**config.mk**
```make
export PLATFORM = sky130hd
export DESIGN_NAME = axi_rr_arbiter
export DESIGN_NICKNAME = d
export VERILOG_FILES = /design/src/rtl/axi_rr_arbiter.sv
export SDC_FILE = /design/constraint.sdc
export NUM_CORES = 1
export LEC_CHECK = 0
export CORE_AREA = 3 3 224 226
export DETAILED_ROUTE_END_ITERATION = 10
export DIE_AREA = 0 0 227 229
export MAX_ROUTING_LAYER = met4
export PLACE_DENSITY = 0.45
export SYNTH_ARGS = -nofsm -noshare
export SYNTH_HDL_FRONTEND = slang
export SYNTH_SLANG_ARGS = --single-unit
```
**constraint.sdc**
```tcl
create_clock -name clk -period 2 [get_ports clk]
set_clock_uncertainty 0.05 [all_clocks]
set_input_delay 0.3 -clock clk [delete_from_list [all_inputs] [get_ports clk]]
set_output_delay 0.3 -clock clk [all_outputs]
set_load 0.01 [all_outputs]
```
**src/rtl/axi_rr_arbiter.sv**
```systemverilog
// AXI4-Lite N:1 arbiter. Read and write channels are arbitrated independently,
// each with its own round-robin pointer and at most one transaction in flight.
//
// state  | meaning
// R_IDLE | no read grant, waiting for any m_arvalid
// R_ADDR | granted master's AR forwarded to slave
// R_DATA | waiting for R handshake, routed to granted master
// W_IDLE | no write grant, waiting for any m_awvalid
// W_ADDR | granted master's AW and W forwarded until both handshake
// W_RESP | waiting for B handshake, routed to granted master
module axi_rr_arbiter #(
  parameter int NUM_M  = 2,
  parameter int ADDR_W = 32,
  parameter int DATA_W = 64
) (
  input  logic                           clk,
  input  logic                           rst,
  input  logic [NUM_M*ADDR_W-1:0]        m_araddr,
  input  logic [NUM_M-1:0]               m_arvalid,
  output logic [NUM_M-1:0]               m_arready,
  output logic [DATA_W-1:0]              m_rdata,
  output logic [1:0]                     m_rresp,
  output logic [NUM_M-1:0]               m_rvalid,
  input  logic [NUM_M-1:0]               m_rready,
  input  logic [NUM_M*ADDR_W-1:0]        m_awaddr,
  input  logic [NUM_M-1:0]               m_awvalid,
  output logic [NUM_M-1:0]               m_awready,
  input  logic [NUM_M*DATA_W-1:0]        m_wdata,
  input  logic [NUM_M*(DATA_W/8)-1:0]    m_wstrb,
  input  logic [NUM_M-1:0]               m_wvalid,
  output logic [NUM_M-1:0]               m_wready,
  output logic [1:0]                     m_bresp,
  output logic [NUM_M-1:0]               m_bvalid,
  input  logic [NUM_M-1:0]               m_bready,
  output logic [ADDR_W-1:0]              s_araddr,
  output logic                           s_arvalid,
  input  logic                           s_arready,
  input  logic [DATA_W-1:0]              s_rdata,
  input  logic [1:0]                     s_rresp,
  input  logic                           s_rvalid,
  output logic                           s_rready,
  output logic [ADDR_W-1:0]              s_awaddr,
  output logic                           s_awvalid,
  input  logic                           s_awready,
  output logic [DATA_W-1:0]              s_wdata,
  output logic [DATA_W/8-1:0]            s_wstrb,
  output logic                           s_wvalid,
  input  logic                           s_wready,
  input  logic [1:0]                     s_bresp,
  input  logic                           s_bvalid,
  output logic                           s_bready,
  output logic                           rd_busy,
  output logic                           wr_busy
);

  localparam int IW = (NUM_M > 1) ? $clog2(NUM_M) : 1;
  localparam int SW = DATA_W / 8;

  localparam logic [1:0] R_IDLE = 2'd0, R_ADDR = 2'd1, R_DATA = 2'd2;
  localparam logic [1:0] W_IDLE = 2'd0, W_ADDR = 2'd1, W_RESP = 2'd2;

  logic [1:0]    r_state, w_state;
  logic [IW-1:0] r_grant, r_ptr, w_grant, w_ptr;
  logic          aw_done, w_done, aw_hs, w_hs;

  // First requester above ptr wins; otherwise wrap to the lowest requester.
  function automatic logic [IW-1:0] rr_pick(input logic [IW-1:0] ptr,
                                            input logic [NUM_M-1:0] req);
    logic [IW-1:0] pick;
    logic          found;
    pick  = '0;
    found = 1'b0;
    for (int i = 0; i < NUM_M; i++)
      if (!found && req[i] && (IW'(i) > ptr)) begin
        pick  = IW'(i);
        found = 1'b1;
      end
    for (int i = 0; i < NUM_M; i++)
      if (!found && req[i]) begin
        pick  = IW'(i);
        found = 1'b1;
      end
    return pick;
  endfunction

  always_ff @(posedge clk or posedge rst) begin
    if (rst) begin
      r_state <= R_IDLE;
      r_grant <= '0;
      r_ptr   <= IW'(NUM_M - 1);
    end else begin
      case (r_state)
        R_IDLE: if (|m_arvalid) begin
          r_grant <= rr_pick(r_ptr, m_arvalid);
          r_state <= R_ADDR;
        end
        R_ADDR: if (s_arvalid && s_arready) r_state <= R_DATA;
        R_DATA: if (s_rvalid && s_rready) begin
          r_ptr   <= r_grant;
          r_state <= R_IDLE;
        end
        default: r_state <= R_IDLE;
      endcase
    end
  end

  always_comb begin
    s_araddr  = '0;
    s_arvalid = 1'b0;
    s_rready  = 1'b0;
    m_arready = '0;
    m_rvalid  = '0;
    for (int i = 0; i < NUM_M; i++)
      if (IW'(i) == r_grant) begin
        s_araddr     = m_araddr[i*ADDR_W +: ADDR_W];
        s_arvalid    = (r_state == R_ADDR) && m_arvalid[i];
        s_rready     = (r_state == R_DATA) && m_rready[i];
        m_arready[i] = (r_state == R_ADDR) && s_arready;
        m_rvalid[i]  = (r_state == R_DATA) && s_rvalid;
      end
  end

  assign m_rdata = s_rdata;
  assign m_rresp = s_rresp;

  assign aw_hs = s_awvalid && s_awready;
  assign w_hs  = s_wvalid && s_wready;

  always_ff @(posedge clk or posedge rst) begin
    if (rst) begin
      w_state <= W_IDLE;
      w_grant <= '0;
      w_ptr   <= IW'(NUM_M - 1);
      aw_done <= 1'b0;
      w_done  <= 1'b0;
    end else begin
      case (w_state)
        W_IDLE: if (|m_awvalid) begin
          w_grant <= rr_pick(w_ptr, m_awvalid);
          w_state <= W_ADDR;
          aw_done <= 1'b0;
          w_done  <= 1'b0;
        end
        W_ADDR: if ((aw_done || aw_hs) && (w_done || w_hs)) begin
          w_state <= W_RESP;
          aw_done <= 1'b0;
          w_done  <= 1'b0;
        end else begin
          if (aw_hs) aw_done <= 1'b1;
          if (w_hs)  w_done  <= 1'b1;
        end
        W_RESP: if (s_bvalid && s_bready) begin
          w_ptr   <= w_grant;
          w_state <= W_IDLE;
        end
        default: w_state <= W_IDLE;
      endcase
    end
  end

  // Each forwarded valid is masked once its own handshake has been recorded.
  always_comb begin
    s_awaddr  = '0;
    s_awvalid = 1'b0;
    s_wdata   = '0;
    s_wstrb   = '0;
    s_wvalid  = 1'b0;
    s_bready  = 1'b0;
    m_awready = '0;
    m_wready  = '0;
    m_bvalid  = '0;
    for (int i = 0; i < NUM_M; i++)
      if (IW'(i) == w_grant) begin
        s_awaddr     = m_awaddr[i*ADDR_W +: ADDR_W];
        s_wdata      = m_wdata[i*DATA_W +: DATA_W];
        s_wstrb      = m_wstrb[i*SW +: SW];
        s_awvalid    = (w_state == W_ADDR) && !aw_done && m_awvalid[i];
        s_wvalid     = (w_state == W_ADDR) && !w_done && m_wvalid[i];
        s_bready     = (w_state == W_RESP) && m_bready[i];
        m_awready[i] = (w_state == W_ADDR) && !aw_done && s_awready;
        m_wready[i]  = (w_state == W_ADDR) && !w_done && s_wready;
        m_bvalid[i]  = (w_state == W_RESP) && s_bvalid;
      end
  end

  assign m_bresp = s_bresp;
  assign rd_busy = (r_state != R_IDLE);
  assign wr_busy = (w_state != W_IDLE);

endmodule
```
* Word level (Yosys, flattened, before mapping)
Cells that the tools add are included.
** Operators by class
- $lt $le $gt $ge :: 4
- Equal/unequal tests :: 12
- Muxes and demuxes :: 58
- Reductions and logical operators :: 58
** Operator list (count)
- $mux W32 :: 2
- $mux W64 :: 1
- $mux W1 :: 44
- $logic_and A1 B1 Y1 :: 33
- $mux W2 :: 6
- $ne A2 B2 Y1 const B :: 6
- $pmux W2 S3 :: 2
- $reduce_and A3 Y1 :: 4
- $logic_not A1 Y1 :: 8
- $mux W8 :: 1
- $reduce_and A2 Y1 :: 4
- $ne A3 B3 Y1 const B :: 2
- $reduce_bool A2 Y1 :: 3
- $eq A2 B1 Y1 const B :: 2
- $eq A2 B2 Y1 const B :: 2
- $gt A1 B1 Y1 const A :: 4
- $logic_not A2 Y1 :: 2
- $pmux W1 S2 :: 2
- $reduce_or A2 Y1 :: 2
- $logic_or A1 B1 Y1 :: 2
** Storage, ports and cells
- Flip-flop bits (word level) :: 10
- Output and inout port bits :: 221

* Longest topological paths before layout
Gate-level depths: netlist of run 1.
- Depth after elaboration :: 19
- Gate-level depth with buffers :: 5
- Gate-level depth less buffers :: 3

* Worst setup path before layout of run 1
No wires, ideal clock.
- Kind :: register -> output
- From :: register w_grant
- To :: output port s_awaddr[0]
- Arrival time :: 1.192 ns
- Data required time :: 1.650 ns
- Slack :: 0.458 ns
- Cell stages (with the launch flop) :: 5
- Path buffers :: 3
- Cell sequence :: dfrtp_1 buf_6 buf_2 buf_2 mux2_2
** Between the ends
- Word-level cells in the longest chain between the ends :: 1
** Ends and longest elaborated chain
- from (decl) :: RTL line 63 : logic [IW-1:0] r_grant, r_ptr, w_grant, w_ptr;
- from (signal assigned) :: RTL line 139 : w_grant <= rr_pick(w_ptr, m_awvalid);
- $mux W32 :: RTL line 173 : if (IW'(i) == w_grant) begin
- to (decl) :: RTL line 42 : output logic [ADDR_W-1:0] s_awaddr,
No other way between the ends.

* Worst setup path in the final report of run 1
- From :: register w_grant
- To :: output port s_wdata[63]
** Between the ends
- Word-level cells in the longest chain between the ends :: 1
** Ends and longest elaborated chain
- $mux W64 :: RTL line 173
- to (decl) :: RTL line 45 : output logic [DATA_W-1:0] s_wdata,
No other way between the ends.

==> impl_metrics.py, run 1 <==
metrics = {
    "worst_setup_path": {
        "slowest_delay_ns": 0.52,
        "critPathTopFamily": "buffers and inverters",
        "crit_slowest_cell": "dfrtp_4",
        "crit_type": "flip-flop to output pin",
        "endpoint_kind": "output pin",
        "crit_fanout": 15,
        "path_buf_inv": 2,
        "cp-start-kind": "flip-flop",
        "crit_chain": "buf_6 -> mux2_2 -> clkdlybuf4s50_1",
        "arrival_ns": 1.85,
        "crit_required_ns": 1.65,
    },
    "clock_network": {
        "clock_latency_ns": 0.24,
        "cts_sinks": 10,
        "hold_buffers": 0,
        "clk_pin_slew_ns": 0.05,
        "cts_max_level": 1,
        "cts_buffer_depth": 2,
        "cts_tree": "yes",
        "cts_made_buffers": 3,
        "ctsRootBufferMaster": "clkbuf_16",
    },
    "layout": {
        "layout.nets": 1090,
        "final_util": 0.167,
        "postLayoutCellArea_sq_um": 8110,
        "drive_above_1_share": 0.452,
        "synthToLayoutAreaGrowth_pct": 190,
        "final_cells": 1354,
        "diodes": 0,
    },
    "placed_design": {
        "dp_hpwl_microns": 17900,
        "io_buffers": 441,
        "dp_cells": 1314,
        "place.gp.congestion": 0.916,
        "placed_area_sq_um": 7720,
    },
    "pwr": {
        "leakage_uw": 0.00344,
        "p_switching_uw": 2860,
        "ir_worst_vdd_mv": 0.384,
        "clockPowerShare": 0.053,
        "p_per_area_nw_per_um2": 946,
        "pwr-share-comb": 0.888,
        "finalPower_uw": 7670,
        "switching_share": 0.374,
        "power.share.sequential": 0.059,
        "p_int_uw": 4800,
    },
    "route": {
        "viasPerCell": 2.89,
        "ant_nets": 0,
        "via_count": 3908,
        "totalWireLength_microns": 21400,
        "drt_iter0_markers": 56,
        "first_pass_iters": 4,
        "wl_per_cell_microns": 15.8,
        "drc_errors": 0,
    },
    "yosys": {
        "synthesis.nets": 653,
        "netlist_area_sq_um": 2790,
        "ys_seq_elements": 10,
        "yosys_warnings": 0,
        "syn_inst": 296,
        "synthDistinctLibCells": 29,
        "postSynthAreaPerCell_sq_um": 9.44,
        "yosysSeqAreaShare": 0.0905,
    },
    "sta": {
        "rsz0062_at_grt": "true",
        "clock.fmax_mhz": 454,
        "fin_crit_ns": 2.20,
        "finalCritPeriodShare": 1.10,
        "slew_viol_final": 0,
        "tightest_slew_ns": 0.483,
        "worst_hold_slack_ns": 0.351,
        "slew_headroom": 0.678,
        "final_hold_viol_count": 0,
        "setup_viol": 53,
        "setup_ws_ns": -0.204,
    },
    "global_route": {
        "antenna_found_initial": 1,
        "grtUsageTotal": 0.0712,
        "grt_max_degree": 27,
        "grt_pass1_wl_microns": 26400,
        "grt_pass1_vias": 4027,
        "overflow": 0,
    },
    "flow_run": {
        "maxCapViolations": 0,
    },
    "die": {
        "dieWidth_microns": 227,
        "dieArea_sq_um": 52000,
        "die_height_microns": 229,
        "core_area_sq_um": 48500,
        "rows": 81,
        "io-pin-count": 578,
        "start_util": 0.0576,
    },
    "run_status": {
        "outcome": "finished, violations left",
        "violations": "setup timing",
    },
    "min_path": {
        "hold_path_class": "input pin to async pin",
    },
}
==> cells by family (layout without fill, tap and decap cells) <==
group,after synthesis,after routing,share of synthesized area
AO/OA/AOI/OAI,16,16,0.0394
buffers and inverters,92,528,0.225
flip-flops,10,10,0.0905
multiplexers,142,142,0.574
AND/OR/NAND/NOR,36,36,0.0717
==> registers in the layout (all words and copies together) (netlist names) <==
name,flops
r_state,2
r_ptr,1
r_grant,1
w_state,2
aw_done,1
w_grant,1
w_ptr,1
w_done,1
==> metrics by stage <==
stage,worst slack [ns],setup TNS [ns]
global route,-0.266,-8.07
finish,-0.204,-3.84
floorplan,0.458,0
global placement,-0.250,-1.38
CTS,-0.301,-17.24
detailed placement,-0.241,-1.86
==> cell usage after synthesis <==
cell / number / share of area
mux2i_1: 3 / 0.011
nor2_1: 10 / 0.013
buf_2: 16 / 0.029
nor3_1: 6 / 0.011
o21ai_0: 2 / 0.0036
a21oi_1: 2 / 0.0036
inv_1: 6 / 0.0081
o31ai_1: 2 / 0.0054
mux2_4: 2 / 0.011
mux2_2: 137 / 0.55
nor3b_2: 2 / 0.0090
buf_4: 68 / 0.18
buf_6: 1 / 0.0040
dfrtp_1: 8 / 0.072
and2_1: 2 / 0.0045
o211ai_1: 1 / 0.0027
nand3_1: 1 / 0.0018
nor3b_1: 1 / 0.0027
a21bo_1: 1 / 0.0036
nand2b_1: 3 / 0.0067
nor2b_1: 3 / 0.0067
dfstp_2: 2 / 0.019
a21bo_2: 1 / 0.0036
a31oi_1: 6 / 0.013
nand3b_1: 2 / 0.0054
nand2_1: 3 / 0.0040
and3_1: 3 / 0.0067
clkbuf_1: 1 / 0.0013
a32o_1: 1 / 0.0036
==> area by class of cell <==
class | instances | area, sq um
inverters | 6 | 22.5
clock buffers | 4 | 88.8
multi-input cells | 194 | 1980
well taps | 622 | 778
flip-flops and latches | 10 | 258
repair buffers | 518 | 4970
fillers | 5444 | 40400
==> worst paths after layout <==
kind,from,endpoint,slack [ns],depth (start not counted)
max in group asynchronous,rst,w_grant$_DFFE_PP0P_,1.18,2
worst max-delay path,w_grant$_DFFE_PP0P_,s_wdata[63],-0.20,3
worst min register to register,r_ptr$_DFFE_PP1P_,r_ptr$_DFFE_PP1P_,0.45,2
min in group clk,r_ptr$_DFFE_PP1P_,r_ptr$_DFFE_PP1P_,0.45,2
worst min-delay path,rst,w_state[0]$_DFFE_PP0P_,0.35,2
worst max register to register,w_grant$_DFFE_PP0P_,w_state[1]$_DFFE_PP0P_,0.03,6
==> power by group through the flow <==
stage / logic [uW] / registers, uW / clock network [uW]
floorplan: 2810 / 373 / 0
global placement: 6170 / 410 / 0
detailed placement: 6160 / 409 / 0
CTS: 6070 / 418 / 422
global route: 7310 / 473 / 436
finish: 6810 / 451 / 405
==> layout by cell type (no fill, tap or decap), types with 2 or more instances in the layout <==
cell and n:
nand2_1 3, o31ai_1 2, buf_4 43, buf_8 7
nor2_1 7, nor2b_1 2, dfstp_2 2, clkdlybuf4s50_1 300
clkbuf_16 6, dlygate4sd2_1 26, inv_1 6, buf_6 46
nor3b_2 2, nor3_1 6, a31oi_1 6, nand3b_1 2
and3_1 3, a21oi_1 2, buf_2 10, o21ai_0 2
dfrtp_1 6, mux2i_1 2, nor2_2 2, clkbuf_2 58
dlymetal6s2s_1 16, buf_12 7, mux2_4 12, nand2b_1 3
mux2_2 127
==> metal layers <==
layer,GRT usage,wire [microns],part of all wire,vias up
li1,-,-,-,1865
met1,0.0874,9240,0.43,1782
met2,0.118,10000,0.47,233
met3,0.0208,1860,0.087,28
met4,0.0106,252,0.012,0
met5,-,0,0,-
==> what timing repair did <==
action | CTS | global route
setup endpoints to repair | 148 | 103
cloned | 1 | 3
gates resized for setup | 162 | 250
buffers inserted | 7 | 28
pin swaps | 1 | 0
Power figures use the tool's default switching activity.
==> inputs of run 2 (changes only) <==
- CORE_AREA: 3 3 224 226 -> 2 2 223 225
- DIE_AREA: 0 0 227 229 -> 0 0 225 227
==> run 2 against run 1 <==
The flow now finishes without violations. Fmax up 11%. Non-clock buffer count down 33. Final cell count down 2.4%. Sequential share of layout area up 0.17 points. Register-to-register slack better by 0.07 ns. Global-route usage up 0.50 points. Critical path type unchanged. Largest power group unchanged. Highest routed layer unchanged.
==> impl_metrics.py, run 2 (synthesized netlist as in run 1, its figures left out) <==
metrics = {
    "clock_network": {
        "cts_made_buffers": 3,
        "cts_max_level": 1,
        "ctsRootBufferMaster": "clkbuf_16",
        "cts_sinks": 10,
        "clock_latency_ns": 0.24,
        "cts_tree": "yes",
        "clk_pin_slew_ns": 0.05,
        "cts_buffer_depth": 2,
        "hold_buffers": 0,
    },
    "worst_setup_path": {
        "worst_r2r_endpoint": "w_state[1]$_DFFE_PP0P_",
        "cp_common_cell": "buf_12",
        "rrSetupSlack_ns": 0.10,
        "crit_slowest_cell": "dfrtp_4",
        "rr_worst_depth": 6,
        "arrival_ns": 1.64,
        "slowest_delay_ns": 0.49,
        "cp-start-kind": "flip-flop",
        "r2r-start": "w_grant$_DFFE_PP0P_",
        "endpoint_kind": "output pin",
        "crit_fanout": 9,
        "crit_required_ns": 1.65,
        "crit_chain": "buf_12 -> buf_12 -> mux2_4 -> and2_4 -> buf_8",
        "crit_type": "flip-flop to output pin",
    },
    "sta": {
        "fin_crit_ns": 1.99,
        "slew_headroom": 0.696,
        "setup_viol": 0,
        "final_hold_viol_count": 0,
        "rsz0062_at_grt": "true",
        "worst_hold_slack_ns": 0.391,
        "tightest_slew_ns": 0.455,
        "slew_viol_final": 0,
        "clock.fmax_mhz": 502,
        "tns_ns": 0,
        "finalCritPeriodShare": 0.995,
    },
    "pwr": {
        "finalPower_uw": 7080,
        "p_per_area_nw_per_um2": 920,
        "leakage_uw": 0.00311,
        "ir_worst_vdd_mv": 0.319,
    },
    "layout": {
        "layout_commonest_cell": "clkdlybuf4s50_1",
        "final_cell_mix": "290 x clkdlybuf4s50_1, 128 x mux2_2, 67 x buf_2, 51 x dlygate4sd2_1, 27 x buf_4",
        "reg_top3": "r_state: 2 flops, w_state: 2 flops",
        "drive_above_1_share": 0.423,
        "layout.nets": 1057,
        "synthToLayoutAreaGrowth_pct": 175,
    },
    "die": {
        "io-pin-count": 578,
        "dieArea_sq_um": 51100,
        "start_util": 0.0576,
        "core_area_sq_um": 48500,
        "dieWidth_microns": 225,
        "rows": 81,
        "die_height_microns": 227,
    },
    "route": {
        "viasPerCell": 2.86,
        "wl_per_cell_microns": 15.9,
        "drc_errors": 0,
        "drt_iter0_markers": 94,
        "totalWireLength_microns": 21100,
        "first_pass_iters": 4,
        "via_count": 3787,
        "ant_nets": 0,
    },
    "global_route": {
        "grtUsageTotal": 0.0762,
        "grt_pass1_vias": 3932,
        "antenna_found_initial": 2,
        "grt_max_degree": 18,
        "overflow": 0,
        "grt_pass1_wl_microns": 27200,
    },
    "placed_design": {
        "dp_hpwl_microns": 18000,
        "place.gp.congestion": 0.781,
        "io_buffers": 441,
    },
    "min_path": {
        "hold_path_class": "input pin to async pin",
    },
    "run_status": {
        "outcome": "completed",
    },
    "flow_run": {
        "maxCapViolations": 0,
    },
}
## run 2: how the worst max path moves through the flow
stage,from,endpoint,slack (ns),depth (start not counted)
6_report,w_grant$_DFFE_PP0P_,s_awvalid,0.009,5
5_1_grt,w_grant$_DFFE_PP0P_,s_awvalid,-0.05,5
4_1_cts,w_grant$_DFFE_PP0P_,s_awaddr[19],-0.15,5
3_5_place_dp,m_rready[1],s_rready,-0.25,4
3_3_place_gp,m_rready[0],s_rready,-0.30,4
2_1_floorplan,w_grant$_DFFE_PP0P_,s_awaddr[0],0.46,4
## run 2: critical path, delay by kind of cell (launching register included)
family | cells | cell delay [ns]
flip-flops | 1 | 0.49
buffers and inverters | 3 | 0.42
multiplexers | 1 | 0.32
AND/OR/NAND/NOR | 1 | 0.17
## run 2: repair_timing
item,CTS,global route
pin swaps,0,0
hold endpoints to repair,0,0
buffers inserted,7,3
cloned,6,2
setup endpoints to repair,147,39
gates resized for setup,413,57
## run 2: power by group
| part | internal [uW] | total, uW | switching, uW |
|---|---|---|---|
| Clock | 302 | 403 | 101 |
| Sequential | 321 | 426 | 105 |
| Combinational | 3640 | 6250 | 2610 |
| Total | 4260 | 7080 | 2820 |
## run 2: per-stage QoR
step	cells	setup slack (ns)	utilization	instance area (sq um)
after detailed placement	1303	-0.251	0.157	7630
after floorplan	296	0.458	-	2790
after global routing	1322	-0.0476	0.159	7690
after CTS	1319	-0.148	0.158	7660
after global placement	1303	-0.297	0.157	7630
final	1322	0.00924	0.159	7690
## run 2: layer usage
layer | wire, microns | vias up | track usage | share of wire
met5 | 0 | - | - | 0
met4 | 248 | 0 | 0.0128 | 0.012
met3 | 2040 | 24 | 0.0285 | 0.097
met2 | 9700 | 214 | 0.118 | 0.46
met1 | 9070 | 1752 | 0.0951 | 0.43
li1 | - | 1797 | - | -
## run 2: final cells by class
type	instances	area, sq um
diodes	1	2.50
clock buffers	4	88.8
fillers	5465	40900
inverters	6	22.5
multi-input cells	194	1970
flip-flops and latches	10	258
well taps	622	778
repair buffers	485	4570
==> inputs of run 3 (changes only) <==
- SKIP_CTS_REPAIR_TIMING: default -> 1
==> run 3 against run 2 <==
Non-clock buffer count increased by 4. Via count grew 0.55%. Fmax fell by 5.7%. Combinational power decreased by 0.6%. Design area increased by 4.5%. Routed wire length is 0.95% lower. Critical path type unchanged. Worst setup slack worse by 0.12 ns. Worst hold slack better by 0.0032 ns. The flow now finishes with violations (setup timing). Register-to-register slack got worse by 0.07 ns. Final cell count is 0.23% higher.
==> impl_metrics.py, run 3 (synthesized netlist as in run 1, its figures left out) <==
metrics = {
    "run_status": {
        "outcome": "finished, violations left",
        "violations": "setup timing",
    },
    "global_route": {
        "overflow": 0,
        "grtUsageTotal": 0.0716,
        "antenna_found_initial": 1,
        "grt_pass1_wl_microns": 25800,
        "grt_pass1_vias": 3796,
        "grt_max_degree": 34,
    },
    "clock_network": {
        "cts_made_buffers": 3,
        "clock_latency_ns": 0.24,
        "cts_buffer_depth": 2,
        "clk_pin_slew_ns": 0.05,
        "cts_max_level": 1,
        "cts_tree": "yes",
        "ctsRootBufferMaster": "clkbuf_16",
        "cts_sinks": 10,
    },
    "pwr": {
        "p_per_area_nw_per_um2": 876,
        "leakage_uw": 0.00390,
        "ir_worst_vdd_mv": 0.324,
    },
    "die": {
        "rows": 81,
        "start_util": 0.0576,
        "dieWidth_microns": 225,
        "die_height_microns": 227,
        "core_area_sq_um": 48500,
        "io-pin-count": 578,
        "dieArea_sq_um": 51100,
    },
    "worst_setup_path": {
        "endpoint_kind": "output pin",
        "crit_required_ns": 1.65,
        "crit_type": "flip-flop to output pin",
        "rr_worst_depth": 7,
        "arrival_ns": 1.76,
        "cp-start-kind": "flip-flop",
        "crit_fanout": 8,
    },
    "sta": {
        "rsz0062_at_grt": "true",
        "slew_headroom": 0.710,
        "setup_viol": 14,
        "clock.fmax_mhz": 474,
        "fin_crit_ns": 2.11,
        "slew_viol_final": 0,
        "setup_ws_ns": -0.112,
        "tightest_slew_ns": 0.422,
        "finalCritPeriodShare": 1.06,
        "final_hold_viol_count": 0,
    },
    "placed_design": {
        "dp_hpwl_microns": 18000,
        "placed_area_sq_um": 7630,
        "place.gp.congestion": 0.781,
        "io_buffers": 441,
    },
    "route": {
        "via_count": 3808,
        "ant_nets": 0,
        "drc_errors": 0,
        "first_pass_iters": 4,
        "viasPerCell": 2.87,
        "totalWireLength_microns": 20900,
        "wl_per_cell_microns": 15.7,
        "drt_iter0_markers": 85,
    },
    "layout": {
        "synthToLayoutAreaGrowth_pct": 188,
        "final_cell_mix": "290 x clkdlybuf4s50_1, 137 x mux2_2, 97 x dlymetal6s2s_1, 47 x clkbuf_2, 34 x buf_4",
        "drive_above_1_share": 0.367,
        "layout_commonest_cell": "clkdlybuf4s50_1",
        "reg_top3": "r_state: 2 flops, w_state: 2 flops",
        "diodes": 0,
        "postLayoutCellArea_sq_um": 8040,
        "layout.nets": 1061,
        "final_util": 0.166,
    },
    "min_path": {
        "hold_path_class": "input pin to async pin",
    },
    "flow_run": {
        "maxCapViolations": 0,
    },
}
[run 3: cell types whose count changed in the layout (fill, tap and decap cells not counted), moves of 7 or more]
| cell | change |
|---|---|
| buf_4 | +7 |
| buf_6 | -10 |
| dlymetal6s2s_1 | +97 |
| dlygate4sd2_1 | -51 |
| clkbuf_2 | +35 |
| mux2_2 | +9 |
| buf_2 | -65 |
| mux2_4 | -9 |
[run 3: final timing paths]
path                                           from                      to  slack (ns)
min in group clk                  r_ptr$_DFFE_PP1P_       r_ptr$_DFFE_PP1P_        0.45
worst min register to register    r_ptr$_DFFE_PP1P_       r_ptr$_DFFE_PP1P_        0.45
worst min-delay path                            rst      w_done$_DFFE_PP0P_        0.39
worst max register to register  w_grant$_DFFE_PP0P_  w_state[1]$_DFFE_PP0P_        0.03
worst max-delay path            w_grant$_DFFE_PP0P_               s_awvalid       -0.11
max in group asynchronous                       rst     w_grant$_DFFE_PP0P_        1.16
[run 3: report_power, final]
| part | switching (uW) | internal [uW] | leakage [uW] |
|---|---|---|---|
| combinational | 2510 | 3700 | 0.00374 |
| clock | 102 | 302 | 0.0000442 |
| sequential | 116 | 321 | 0.000116 |
[run 3: metal layers]
metal | share of wire | global-route usage
met5 | 0 | -
met4 | 0.013 | 0.0137
met3 | 0.10 | 0.0268
met2 | 0.46 | 0.112
met1 | 0.42 | 0.0882
[run 3: cell type report]
cell class / count / area, sq um
fillers: 5421 / 40500
repair buffers: 489 / 4960
multi-input cells: 194 / 1940
well taps: 622 / 778
flip-flops and latches: 10 / 258
clock buffers: 4 / 88.8
inverters: 6 / 22.5
[run 3: per-stage QoR]
stage | hold slack, ns | setup TNS [ns] | total power, uW | cells | setup slack [ns]
floorplan | 0.0887 | 0 | 3180 | 296 | 0.458
global placement | 0.434 | -4.63 | 6480 | 1303 | -0.297
detailed placement | 0.438 | -4.62 | 6470 | 1303 | -0.251
CTS | 0.444 | -36.71 | 6920 | 1307 | -0.368
global route | 0.468 | -1.33 | 7540 | 1325 | -0.164
finish | 0.394 | -0.574 | 7050 | 1325 | -0.112
[run 3: critical path: stages, from the launching register on]
cell	delay, ns
dfrtp_4	0.50
buf_12	0.15
buf_12	0.12
buf_16	0.13
mux2_4	0.31
and2_4	0.17
buf_8	0.13
